[config.mk]
export PLATFORM = sky130hd
export DESIGN_NAME = conv_encoder
export DESIGN_NICKNAME = d
export VERILOG_FILES = /design/src/rtl/viterbi_pkg.sv /design/src/rtl/conv_parity.sv /design/src/rtl/conv_encoder.sv
export SDC_FILE = /design/constraint.sdc
export NUM_CORES = 1
export LEC_CHECK = 0
export BUFFER_PORTS_ARGS = -buffer_cell sky130_fd_sc_hd__buf_2
export CAP_MARGIN = 10
export CORE_ASPECT_RATIO = 1.25
export CORE_MARGIN = 2
export CORE_UTILIZATION = 48
export DETAILED_ROUTE_END_ITERATION = 12
export PLACE_DENSITY = 0.84
export RECOVER_POWER = 100
export SLEW_MARGIN = 20
export SYNTH_ARGS = -nofsm -noshare
export SYNTH_HDL_FRONTEND = slang
export SYNTH_SLANG_ARGS = --single-unit
[constraint.sdc]
create_clock -name clk -period 2.4 [get_ports clk]
set_input_delay 0.36 -clock clk [delete_from_list [all_inputs] [get_ports clk]]
set_output_delay 0.36 -clock clk [all_outputs]
set_load 0.1 [all_outputs]
[src/rtl/viterbi_pkg.sv]
// Shared convolutional-code constants and encoder FSM type for the Viterbi chain.
package viterbi_pkg;

    localparam int unsigned K      = 3;
    localparam int unsigned PAIR_W = 2;

    // Default generators, shared with the decoder's branch-metric chain
    localparam logic [K-1:0] VIT_G0 = 3'b111;
    localparam logic [K-1:0] VIT_G1 = 3'b101;

    typedef enum logic [1:0] {
        IDLE  = 2'd0,
        DATA  = 2'd1,
        TAIL0 = 2'd2,
        TAIL1 = 2'd3
    } enc_state_t;

endpackage

[src/rtl/conv_parity.sv]
// Combinational parity for one trellis step: {u, sr} against both generators.
// pair_c[1] comes from g0 and pair_c[0] from g1.
module conv_parity
    import viterbi_pkg::*;
(
    input  logic              u,
    input  logic [K-2:0]      sr,
    input  logic [K-1:0]      g0,
    input  logic [K-1:0]      g1,
    output logic [PAIR_W-1:0] pair_c
);

    logic [K-1:0] taps;

    // Current bit followed by the two previous bits, newest at the MSB
    assign taps   = {u, sr};
    assign pair_c = {^(g0 & taps), ^(g1 & taps)};

endmodule

[src/rtl/conv_encoder.sv]
// Rate-1/2, K=3 convolutional encoder with a one-deep registered output slot.
// Build option: CONV_ENC_TAIL_EN appends two zero tail pairs per frame so the
// trellis terminates in state 00; without it sr is forced to 00 after in_last.
module conv_encoder
    import viterbi_pkg::*;
#(
    parameter logic [K-1:0] G0    = VIT_G0,
    parameter logic [K-1:0] G1    = VIT_G1,
    parameter int unsigned  CNT_W = 8
) (
    input  logic              clk,
    input  logic              rst_n,
    input  logic              renew,
    input  logic              in_valid,
    output logic              in_ready,
    input  logic              in_bit,
    input  logic              in_last,
    output logic              out_valid,
    input  logic              out_ready,
    output logic [PAIR_W-1:0] out_pair,
    output logic              out_last,
    output logic              busy,
    output logic [CNT_W-1:0]  pair_cnt
);

    enc_state_t          state_q;
    enc_state_t          state_d;
    logic [K-2:0]        sr_q;
    logic [K-2:0]        sr_d;
    logic                gen;
    logic                u;
    logic                last_d;
    logic                slot_free;
    logic                accept;
    logic                out_hs;
    logic                cnt_clr_q;
    logic [PAIR_W-1:0]   pair_c;

    // Output slot can take a new pair when empty or being drained this cycle
    assign slot_free = !out_valid || out_ready;
    assign in_ready  = ((state_q == IDLE) || (state_q == DATA)) && !renew && slot_free;
    assign accept    = in_valid && in_ready;
    assign out_hs    = out_valid && out_ready;

    conv_parity u_parity (
        .u      (u),
        .sr     (sr_q),
        .g0     (G0),
        .g1     (G1),
        .pair_c (pair_c)
    );

    // Next state, shift-register update and pair-generation strobe
    always_comb begin
        state_d = state_q;
        sr_d    = sr_q;
        gen     = 1'b0;
        u       = 1'b0;
        last_d  = 1'b0;
        case (state_q)
            IDLE, DATA: begin
                if (accept) begin
                    gen  = 1'b1;
                    u    = in_bit;
                    sr_d = {in_bit, sr_q[K-2]};
                    if (in_last) begin
`ifdef CONV_ENC_TAIL_EN
                        state_d = TAIL0;
`else
                        state_d = IDLE;
                        sr_d    = '0;
                        last_d  = 1'b1;
`endif
                    end else begin
                        state_d = DATA;
                    end
                end
            end
`ifdef CONV_ENC_TAIL_EN
            TAIL0: begin
                if (slot_free) begin
                    gen     = 1'b1;
                    sr_d    = {1'b0, sr_q[K-2]};
                    state_d = TAIL1;
                end
            end
            TAIL1: begin
                if (slot_free) begin
                    gen     = 1'b1;
                    sr_d    = {1'b0, sr_q[K-2]};
                    last_d  = 1'b1;
                    state_d = IDLE;
                end
            end
`endif
            default: begin
                state_d = IDLE;
            end
        endcase
    end

    // State, output slot and per-frame pair counter; renew drops everything
    always_ff @(posedge clk or negedge rst_n) begin
        if (!rst_n) begin
            state_q   <= IDLE;
            sr_q      <= '0;
            out_valid <= 1'b0;
            out_pair  <= '0;
            out_last  <= 1'b0;
            busy      <= 1'b0;
            pair_cnt  <= '0;
            cnt_clr_q <= 1'b0;
        end else if (renew) begin
            state_q   <= IDLE;
            sr_q      <= '0;
            out_valid <= 1'b0;
            out_last  <= 1'b0;
            busy      <= 1'b0;
            pair_cnt  <= '0;
            cnt_clr_q <= 1'b0;
        end else begin
            state_q <= state_d;
            sr_q    <= sr_d;
            busy    <= (state_d != IDLE);

            if (gen) begin
                out_valid <= 1'b1;
                out_pair  <= pair_c;
                out_last  <= last_d;
            end else if (out_hs) begin
                out_valid <= 1'b0;
                out_last  <= 1'b0;
            end

            // Clear lands one cycle after the frame's final handshake
            if (cnt_clr_q) begin
                pair_cnt <= out_hs ? CNT_W'(1) : '0;
            end else if (out_hs && (pair_cnt != {CNT_W{1'b1}})) begin
                pair_cnt <= pair_cnt + CNT_W'(1);
            end
            cnt_clr_q <= out_hs && out_last;
        end
    end

endmodule
==> out/results.txt <==
Worst Clk Skew: 0.000776 ns
Hold Crit Depth: 2
Type of element capturing the critical path: output port
Reg clk slew, reported paths: 0.10 ns
Worst skew pair latency: 0.30 ns
Most common cell after layout, fill and taps aside: dfrtp_1
Fill count: 171
Worst Path Required: 2.04 ns
Via Count: 725
Flop pwr share: 50.5%
Minimum clock period: 2.05 ns
P_leak: 0.430 nW
Syn Area/Cell: 9.98 um^2
Core Region: 1720 um^2
Endpoint of the worst register-to-register path: pair_cnt[5]
Ports: 21
Final period utilization: 85.5%
Share of layout cells above drive strength 1: 12.0%
Clock power frac: 29.9%
Fin worst setup slack: 0.348 ns
Min-Delay Endpoint: pair_cnt[0]
CP max FO: 8
Max clock buf depth: 2
Antenna Cells: 0
Hold_sp: renew
Wirelength, routed: 1.70 mm
Pint: 0.427 mW
Post-route ant nets: 0
Synthesized flop and latch total: 18
Slew Limit Headroom: 22.5%
Commonest cells after routing, fill and taps aside: 18 x dfrtp_1, 14 x clkbuf_1, 9 x o21ai_0
Status: completed
Most area-consuming cells after synthesis: dfrtp_1 52%, o21ai_0 5.2%, nor3_1 2.9%, nand3b_1 2.6%, nor2_1 2.6%
Switching power: 0.211 mW
Pre-antenna DRT Iters: 4
Min-Delay Path Class: in2reg
Actual slew at the worst max-slew pin: 1.17 ns
Slowest-stage cell, CP: clkbuf_1
Clock sinks: 18
Resize count post-CTS: 0
Post-synthesis sequential area ratio: 52.5%
Post-synth top area share: 52.5%
Vias in the first global route: 682
RePlAce Congestion: 0.837
TritonCTS Buffers: 3
Critical path class: reg2out
R2R Setup Slk: 0.83 ns
Initial core utilization: 49.8%
Final Hold Fails: 0
GRT Overall Usage: 18.0%
Tot Pwr: 0.638 mW
Commonest register cell after synthesis: dfrtp_1
Final cell count without fillers: 127
Post-synth ARST share: 100%
FF/Latch Area: 450 um^2
Largest net degree at the start of global routing: 19
Number of synthesized flops with an enable pin: 0
I/O Buffers: 20
Slowest stage delay, CP: 0.89 ns
Reg2reg start: pair_cnt[0]
Ys Warns: 0
Cell Rows: 17
Layout area overhead: 15.7%
VDD IR-drop max: 0.464 mV
Placed Area: 967 um^2
Logic pwr share: 19.6%
Max-cap violations: 0
Multi-input combinational cell area: 387 um^2
Setup Total Neg Slack: 0 ns
H-tree depth: 1
Syn Inst Count: 86
DR vias/cell: 5.71
Worst path bufs/invs: 1
Nets@finish: 117
Routed WL per cell: 13.4 um
DP Wirelength: 1.28 mm
CTS tree: yes
Die ar.: 2140 um^2
Dominant cell type by area after synthesis: dfrtp_1
Crit path depth: 1
Cell family with most CP delay: buffers and inverters
Chip width: 41.8 um
Worst-case reg-to-reg path depth: 5
Syn Std Cell Area: 858 um^2
Count of final setup violators: 0
DRC: 0
FMAX: 487 MHz
Final Max Tran Viols: 0
Grt ovf: 0
Antenna violations before repair: 0
Worst slack, placed: 0.785 ns
RSZ-0062 raised after global routing: no
Placed cells: 122
Setup crit start kind: register
Die Y: 51.3 um
Clock root buffer: clkbuf_4
Fin area: 993 um^2
Post-synth cell types: 35
First-pass GRT wire length: 2.90 mm
Starting DRT DRC Count: 7
Sw Share: 33.1%
Crit path DAT: 1.69 ns
Cell chain of the critical path: clkbuf_1
Pwr dens: 642 nW/um^2
Syn_nets: 94
[area by class of cell]
cell class | count | area share [%]
Sequential cell | 18 | 45.3
Multi-Input combinational cell | 64 | 38.9
Timing Repair Buffer | 21 | 9.32
Clock buffer | 4 | 3.65
Tap cell | 19 | 2.39
Inverter | 1 | 0.378
[cells in the mapped netlist (3+ instances only)]
| cell type | instances |
|---|---|
| dfrtp_1 | 18 |
| o21ai_0 | 9 |
| nor2_1 | 6 |
| nand2_1 | 5 |
| nor3_1 | 5 |
| a21oi_1 | 4 |
| nand3_1 | 4 |
| nand3b_1 | 3 |
[worst max path at each step]
stage | slack, ns | start | endpoint
2_1_floorplan | 0.26 | out_valid | in_ready
3_3_place_gp | 0.84 | renew | in_ready
3_5_place_dp | 0.78 | renew | in_ready
4_1_cts | 0.53 | out_valid | in_ready
5_1_grt | 0.32 | pair_cnt[7] | pair_cnt[7]
6_report | 0.35 | pair_cnt[7] | pair_cnt[7]
[timing repair]
item / in CTS / in global routing
setup buffers: 0 / 0
hold buffers: 1 / 0
hold endpoints to repair: 18 / 0
[registers in the layout (all words and copies together) (netlist names)]
signal / cells
state_q: 2
sr_q: 2
cnt_clr_q: 1
out_last: 1
out_pair: 2
pair_cnt: 8
out_valid: 1
busy: 1
[kinds of logic (layout without fill, tap and decap cells)]
logic type | count (synthesis) | in the layout | share of synthesized area (%)
simple gates | 37 | 37 | 23.9
compound gates | 20 | 20 | 14.0
flops | 18 | 18 | 52.5
buf+inv | 4 | 26 | 2.19
xor+xnor | 3 | 3 | 3.06
mux | 2 | 2 | 2.48
fa+ha+maj | 1 | 1 | 1.46
other cells | 1 | 1 | 0.437
[power groups by stage]
| stage | sequential [mW] | combinational (mW) | clock, mW |
|---|---|---|---|
| 2_1_floorplan | 0.398 | 0.0289 | 0 |
| 3_3_place_gp | 0.327 | 0.126 | 0 |
| 3_5_place_dp | 0.327 | 0.129 | 0 |
| 4_1_cts | 0.322 | 0.130 | 0.194 |
| 5_1_grt | 0.324 | 0.134 | 0.208 |
| 6_report | 0.322 | 0.125 | 0.191 |
[per-layer routing]
metal	routed length, um	share of wire (%)	global-route usage [%]
met1	720	42	21.0
met2	859	51	31.0
met4	29	1.7	11.3
met3	91	5.4	2.47
met5	0	0	0
[through the flow]
| stage | utilization [%] | hold WS [ns] |
|---|---|---|
| floorplan | - | 0.0644 |
| global placement | 56.1 | 0.305 |
| detailed placement | 56.1 | 0.307 |
| CTS | 58.8 | 0.287 |
| global route | 57.7 | 0.305 |
| finish | 57.7 | 0.286 |
Note: power is estimated with default switching activity, not from simulation.
